--- config.mk ---
export PLATFORM = sky130hd
export DESIGN_NAME = spi_sclk_gen
export DESIGN_NICKNAME = d
export VERILOG_FILES = /design/src/rtl/spi_sclk_gen.sv
export SDC_FILE = /design/constraint.sdc
export NUM_CORES = 1
export LEC_CHECK = 0
export CAP_MARGIN = 30
export CORE_AREA = 2 2 67 69
export DETAILED_ROUTE_END_ITERATION = 12
export DIE_AREA = 0 0 69 71
export DONT_BUFFER_PORTS = 1
export PLACE_DENSITY_LB_ADDON = 0.3
export SLEW_MARGIN = 20
export SYNTH_ARGS = -nofsm -noshare
export SYNTH_HDL_FRONTEND = slang
export SYNTH_SLANG_ARGS = --single-unit
--- constraint.sdc ---
create_clock -name clk -period 2.6 [get_ports clk]
set_clock_uncertainty 0.1 [all_clocks]
set_input_delay 0 -clock clk [delete_from_list [all_inputs] [get_ports clk]]
set_output_delay 0 -clock clk [all_outputs]
set_load 0.01 [all_outputs]
--- src/rtl/spi_sclk_gen.sv ---
// SPI master serial-clock generator: programmable half-period divider,
// transfer-length counter and CPOL/CPHA-resolved sample/shift strobes.
module spi_sclk_gen #(
  parameter int unsigned DIV_W = 8,
  parameter int unsigned CNT_W = 6
) (
  input  logic             clk,
  input  logic             reset,
  input  logic             start,
  input  logic             abort,
  input  logic             cpol,
  input  logic             cpha,
  input  logic [DIV_W-1:0] div,
  input  logic [CNT_W-1:0] nbits,
  output logic             sclk,
  output logic             sample_stb,
  output logic             shift_stb,
  output logic             busy,
  output logic             done
);

  localparam logic [0:0] IDLE = 1'b0;
  localparam logic [0:0] RUN  = 1'b1;

  logic [0:0]       state_q,  state_d;
  logic             sclk_q,   sclk_d;
  logic             smp_q,    smp_d;
  logic             shf_q,    shf_d;
  logic             busy_q,   busy_d;
  logic             done_q,   done_d;
  logic             cpol_s_q, cpol_s_d;
  logic             cpha_s_q, cpha_s_d;
  logic [DIV_W-1:0] div_s_q,  div_s_d;
  logic [CNT_W-1:0] nbits_s_q, nbits_s_d;
  logic [DIV_W-1:0] half_q,   half_d;
  logic [CNT_W:0]   edge_q,   edge_d;

  logic [CNT_W:0]   edge_inc;
  logic             leading;
  logic             last_edge;

  assign edge_inc  = edge_q + (CNT_W+1)'(1);
  assign leading   = edge_inc[0];
  assign last_edge = (edge_inc == {nbits_s_q, 1'b0});

  // Next-state logic: idle tracking of CPOL, half-period countdown and edge generation.
  always_comb begin
    state_d   = state_q;
    sclk_d    = sclk_q;
    smp_d     = 1'b0;
    shf_d     = 1'b0;
    busy_d    = busy_q;
    done_d    = 1'b0;
    cpol_s_d  = cpol_s_q;
    cpha_s_d  = cpha_s_q;
    div_s_d   = div_s_q;
    nbits_s_d = nbits_s_q;
    half_d    = half_q;
    edge_d    = edge_q;

    case (state_q)
      IDLE: begin
        sclk_d = cpol;
        if (start) begin
          if (nbits != '0) begin
            cpol_s_d  = cpol;
            cpha_s_d  = cpha;
            div_s_d   = div;
            nbits_s_d = nbits;
            half_d    = div;
            edge_d    = '0;
            busy_d    = 1'b1;
            state_d   = RUN;
          end else begin
            done_d = 1'b1;
          end
        end
      end
      default: begin
        if (abort) begin
          sclk_d  = cpol_s_q;
          busy_d  = 1'b0;
          state_d = IDLE;
        end else if (half_q != '0) begin
          half_d = half_q - DIV_W'(1);
        end else begin
          sclk_d = ~sclk_q;
          half_d = div_s_q;
          edge_d = edge_inc;
          // Leading edges sample when CPHA=0 and shift when CPHA=1.
          smp_d  = leading ^ cpha_s_q;
          shf_d  = ~(leading ^ cpha_s_q);
          if (last_edge) begin
            sclk_d  = cpol_s_q;
            busy_d  = 1'b0;
            done_d  = 1'b1;
            state_d = IDLE;
          end
        end
      end
    endcase
  end

  // State registers with synchronous reset; sclk tracks cpol while in reset.
  always_ff @(posedge clk) begin
    if (reset) begin
      state_q   <= IDLE;
      sclk_q    <= cpol;
      smp_q     <= 1'b0;
      shf_q     <= 1'b0;
      busy_q    <= 1'b0;
      done_q    <= 1'b0;
      cpol_s_q  <= 1'b0;
      cpha_s_q  <= 1'b0;
      div_s_q   <= '0;
      nbits_s_q <= '0;
      half_q    <= '0;
      edge_q    <= '0;
    end else begin
      state_q   <= state_d;
      sclk_q    <= sclk_d;
      smp_q     <= smp_d;
      shf_q     <= shf_d;
      busy_q    <= busy_d;
      done_q    <= done_d;
      cpol_s_q  <= cpol_s_d;
      cpha_s_q  <= cpha_s_d;
      div_s_q   <= div_s_d;
      nbits_s_q <= nbits_s_d;
      half_q    <= half_d;
      edge_q    <= edge_d;
    end
  end

  assign sclk       = sclk_q;
  assign sample_stb = smp_q;
  assign shift_stb  = shf_q;
  assign busy       = busy_q;
  assign done       = done_q;

endmodule

-- Word-level counts from Yosys, hierarchy flattened
Cells that the tools add are included.
W data, S select, Z words.
- output and inout bits: 5
- input bits: 20
- logic and storage cells: 66
- bits in registers: 37
- mux-type cells: 33
- equality and inequality tests: 6
- add/subtract/negate cells: 2
- reduce and logical (&&, ||, !) cells: 9
- bitwise logic cells: 4
- operators by type and width (kind ; number):
    $mux W8 ; 5
    $mux W7 ; 5
    $mux W1 ; 23
    $reduce_and A4 Y1 ; 2
    $reduce_bool A8 Y1 ; 1
    $sub A8 B1 Y8 const B ; 1
    $add A7 B1 Y7 const B ; 1
    $eq A7 B7 Y1 ; 1
    $reduce_and A3 Y1 ; 2
    $reduce_bool A6 Y1 ; 1
    $ne A2 B2 Y1 const B ; 2
    $ne A4 B4 Y1 const B ; 1
    $reduce_bool A2 Y1 ; 2
    $reduce_or A4 Y1 ; 1
    $ne A3 B2 Y1 const B ; 1
    $ne A3 B3 Y1 const B ; 1
    $not A1 Y1 ; 3
    $xor A1 B1 Y1 ; 1

-- Logic depth before layout (Yosys ltp)
- depth in word-level cells: 7
- gate-level depth with buffers: 8
- depth with buffers taken out: 7

-- Least setup slack after synthesis
No wires, ideal clock.
- path kind: flip-flop to flip-flop
- start: register edge_q[0]
- end: register sclk_q, in the netlist sclk, data pin
- cell stages (with the launch flop): 8
- arrival: 1.574 ns
- period minus slack after synthesis: 1.942 ns
- path slack: 0.658 ns
- library setup time: 0.268 ns
- data required time: 2.232 ns
- buffers on the path: 1
- cells stage by stage: dfxtp_1 > clkbuf_2 > and4_1 > a21oi_1 > a221o_1 > nor4_4 > and2_2 > o221ai_2
- word-level cells in the longest chain between the ends: 7
- ends and longest elaborated chain (what ; line ; RTL):
    from (decl) ; 36 ; logic [CNT_W:0] edge_q, edge_d;
    from (signal assigned) ; 131 ; edge_q <= edge_d;
    $add A7 B1 Y7 ; 42 ; assign edge_inc = edge_q + (CNT_W+1)'(1);
    $eq A7 B7 Y1 ; 44 ; assign last_edge = (edge_inc == {nbits_s_q, 1'b0});
    $mux W1 ; 93 ; if (last_edge) begin
    $mux W1 ; 84 ; end else if (half_q != '0) begin
    $mux W1 ; 80 ; if (abort) begin
    $mux W1 ; 61 ; case (state_q)
    $mux W1 ; 106 ; if (reset) begin
    to (signal assigned) ; 108 ; sclk_q <= cpol;
    to (signal assigned) ; 121 ; sclk_q <= sclk_d;
    to (decl) ; 26 ; logic sclk_q, sclk_d;
Every way passes these cells. The select of a mux whose other input is x is not followed.
A chain may end at the register's enable or synchronous reset.

-- Worst setup path in the final report
- start: input port nbits[4]
- end: register half_q[2]
- word-level cells in the longest chain between the ends: 3
- ends and longest elaborated chain (what ; line ; RTL):
    from (decl) ; 14 ; input logic [CNT_W-1:0] nbits,
    $reduce_bool A6 Y1 ; 65 ; if (nbits != '0) begin
    $reduce_bool A2 Y1 (no source line) ; -- ;
    $reduce_and A3 Y1 (no source line) ; -- ;
    to (signal assigned) ; 130 ; half_q <= half_d;
    to (decl) ; 35 ; logic [DIV_W-1:0] half_q, half_d;
Every way passes these cells.

==> impl_metrics.env <==
export IMPL_status="finished clean"
export IMPL_cp_arrival_ps=2510
export IMPL_final_max_slew_viol_count=0
export IMPL_viasPerCell=5.56
export IMPL_slowest_delay_ps=560
export IMPL_required_ps=2690
export IMPL_fmax_mhz=413
export IMPL_die_area_sq_um=4900
export IMPL_cts_root_buf="clkbuf_8"
export IMPL_gp_congestion=0.836
export IMPL_cts_inserted_buffers=5
export IMPL_clock_latency_ps=300
export IMPL_io_buffers=0
export IMPL_crit_type="in -> reg"
export IMPL_drt_total_wl_mm=4.83
export IMPL_finalPower_mw=1.51
export IMPL_row_count=24
export IMPL_synth_seq_cells=37
export IMPL_die_y_um=71
export IMPL_start_kind="primary input"
export IMPL_hold_ws_ps=38.4
export IMPL_clkSinkCount=37
export IMPL_grt_usage=0.208
export IMPL_layout_drive_gt1_share=0.146
export IMPL_avgSynthCellArea_sq_um=8.32
export IMPL_synth_top_area_frac=0.360
export IMPL_grt_pass1_wl_mm=8.17
export IMPL_final_cell_area_sq_um=2520
export IMPL_async_flop_share=0
export IMPL_timing_final_crit_share=0.931
export IMPL_hp_class="in -> reg"
export IMPL_syn2layout_area_growth_pct=25.5
export IMPL_clk_transition_reported_paths_ps=80
export IMPL_crit_chain="dlygate4sd3_1 -> or4_4 -> o311ai_4 -> nand2_2 -> a21oi_1 -> a211oi_2 -> dlygate4sd3_1"
export IMPL_ys_seq_area_frac=0.375
export IMPL_rsz0062_at_grt="false"
export IMPL_syn_num_nets=264
export IMPL_firstDrtPassIters=4
export IMPL_synth_top_area_cell="dfxtp_1"
export IMPL_drtIter0Drc=120
export IMPL_mappedNetlistArea_sq_um=2000
export IMPL_ys_top_cells_by_area="dfxtp_1 (36%), a21oi_1 (8.2%), nand2_1 (7.3%)"
export IMPL_yosys_warnings=0
export IMPL_antenna_left=0
export IMPL_relSlewSlack=0.745
export IMPL_ys_dominant_reg_cell="dfxtp_1"
export IMPL_cap_violations=0
export IMPL_pin_count=25
export IMPL_synth_edf_count=1
export IMPL_diodes=0
export IMPL_grt_pass1_vias=1663
export IMPL_setup_viol=0
export IMPL_cpLargestDelayFamily="buffers and inverters"
export IMPL_post_synth_top_count_cell="nand2_1"
export IMPL_grt_overflow_total=0
export IMPL_start_util=0.477
export IMPL_fillCellCount=394
export IMPL_tritoncts="built"
export IMPL_leakage_nw=0.933
export IMPL_cp_max_fo=9
export IMPL_layout_cells_non_filler=326
export IMPL_syn_inst=241
export IMPL_yosysUniqueCellTypes=51
export IMPL_hold_viol=0
export IMPL_dp_cells=289
export IMPL_ir_drop_mv=0.408
export IMPL_fin_crit_ps=2420
export IMPL_fp_coreArea_sq_um=4200
export IMPL_tightest_slew_ps=382
export IMPL_grt_antenna_before_repair=0
export IMPL_tns_ps=0
export IMPL_slowest_stage="dlygate4sd3_1"
export IMPL_synth_commonest_cells="nand2_1 (39), dfxtp_1 (36), a21oi_1 (33)"
export IMPL_place_detailed_hpwl_mm=3.25
export IMPL_clockBufferDepth=2
export IMPL_end_kind="flip-flop"
export IMPL_drc=0
export IMPL_grt_max_degree=41
export IMPL_cpMostUsedCell="dlygate4sd3_1"
export IMPL_power_density_nw_per_um2=600
export IMPL_htreeDepth=2
export IMPL_die_w_um=69
export IMPL_routedWlPerCell_um=14.8
export IMPL_fin_nets=296
export IMPL_dpl_instance_area_sq_um=2070
export IMPL_num_vias=1812
export IMPL_critPathBufInv=2
==> cell type report <==
| cell class | instances | area [sq um] | share of cell area |
|---|---|---|---|
| Sequential cell | 37 | 751 | 0.298 |
| Clock inverter | 2 | 35.0 | 0.0139 |
| Tap cell | 52 | 65.1 | 0.0259 |
| Clock buffer | 6 | 93.8 | 0.0373 |
| Multi-Input combinational cell | 188 | 1200 | 0.476 |
| Inverter | 4 | 15.0 | 0.00597 |
| Timing Repair Buffer | 37 | 358 | 0.142 |
==> worst register-to-register path, stage by stage (launching register included) <==
cell and delay, ps:
dfxtp_1 430, inv_1 120, ha_1 260, nand3_2 130
buf_4 180, a2bb2oi_2 190, nand2b_1 70, a21oi_1 190
a211oi_2 60, dlygate4sd3_1 560
==> cells by family (layout without fill, tap and decap cells) <==
family                     Yosys count  after routing  share of synthesized area
AOI/OAI and AO/OA                   69             69                      0.232
xor gates and xnor gates            10             10                     0.0437
adders and majority gates            3              3                     0.0187
buffers and inverters               16             49                     0.0374
DFF                                 37             37                      0.375
muxes                                4              4                     0.0200
and+or+nand+nor                    102            102                      0.273
==> report_power, final <==
| part | internal [mW] | total, mW | switching [mW] |
|---|---|---|---|
| Combinational | 0.142 | 0.308 | 0.165 |
| Sequential | 0.603 | 0.640 | 0.0368 |
| Clock | 0.342 | 0.561 | 0.219 |
==> flip-flops by register name, summed over array words and instances (netlist names) <==
signal and count:
nbits_s_q 6, sample_stb 1, cpol_s_q 1, sclk 1
shift_stb 1, cpha_s_q 1, edge_q 7, div_s_q 8
state_q 1, busy 1, half_q 8, done 1
==> per-stage QoR <==
stage,utilization,setup slack [ps]
global placement,0.492,476
CTS,0.590,20.1
floorplan,-,658
detailed placement,0.492,398
finish,0.599,180
global route,0.599,25.1
==> path summary, 6_finish.rpt <==
| kind | depth (start not counted) | start | slack, ps | to |
|---|---|---|---|---|
| min | 4 | abort | 40 | state_q$_SDFF_PP0_ |
| max reg2reg | 9 | half_q[0]$_SDFFE_PP0P_ | 200 | half_q[2]$_SDFFE_PP0P_ |
| min reg2reg | 2 | div_s_q[4]$_SDFFE_PP0P_ | 360 | div_s_q[4]$_SDFFE_PP0P_ |
| max | 7 | nbits[4] | 180 | half_q[2]$_SDFFE_PP0P_ |
==> placed cells by master (no fill, tap or decap), drive strengths merged, types with 5 or more instances in the layout <==
| master | count |
|---|---|
| clkbuf | 6 |
| dlygate4sd3 | 27 |
| a21oi | 33 |
| a211oi | 6 |
| or3 | 5 |
| nand2 | 40 |
| dfxtp | 36 |
| nor2 | 20 |
| buf | 10 |
| nor3 | 6 |
| o211ai | 5 |
| o21ai | 12 |
| nand3 | 9 |
| xnor2 | 6 |
| and3 | 5 |
==> what timing repair did <==
item / CTS / global route
hold endpoints to repair: 38 / 1
hold buffers: 27 / 1
endpoints found under the setup margin: 0 / 3
gates resized for setup: 0 / 3
setup buffers: 0 / 1
==> layer usage <==
| layer | GRT usage | part of all wire | wire length (um) | up-vias |
|---|---|---|---|---|
| li1 | - | - | - | 933 |
| met1 | 0.289 | 0.50 | 2410 | 841 |
| met2 | 0.317 | 0.45 | 2180 | 29 |
| met3 | 0.0584 | 0.034 | 165 | 9 |
| met4 | 0.0588 | 0.016 | 77 | 0 |
| met5 | 0 | 0 | 0 | - |
No activity file was read; power rests on OpenSTA's default activity.
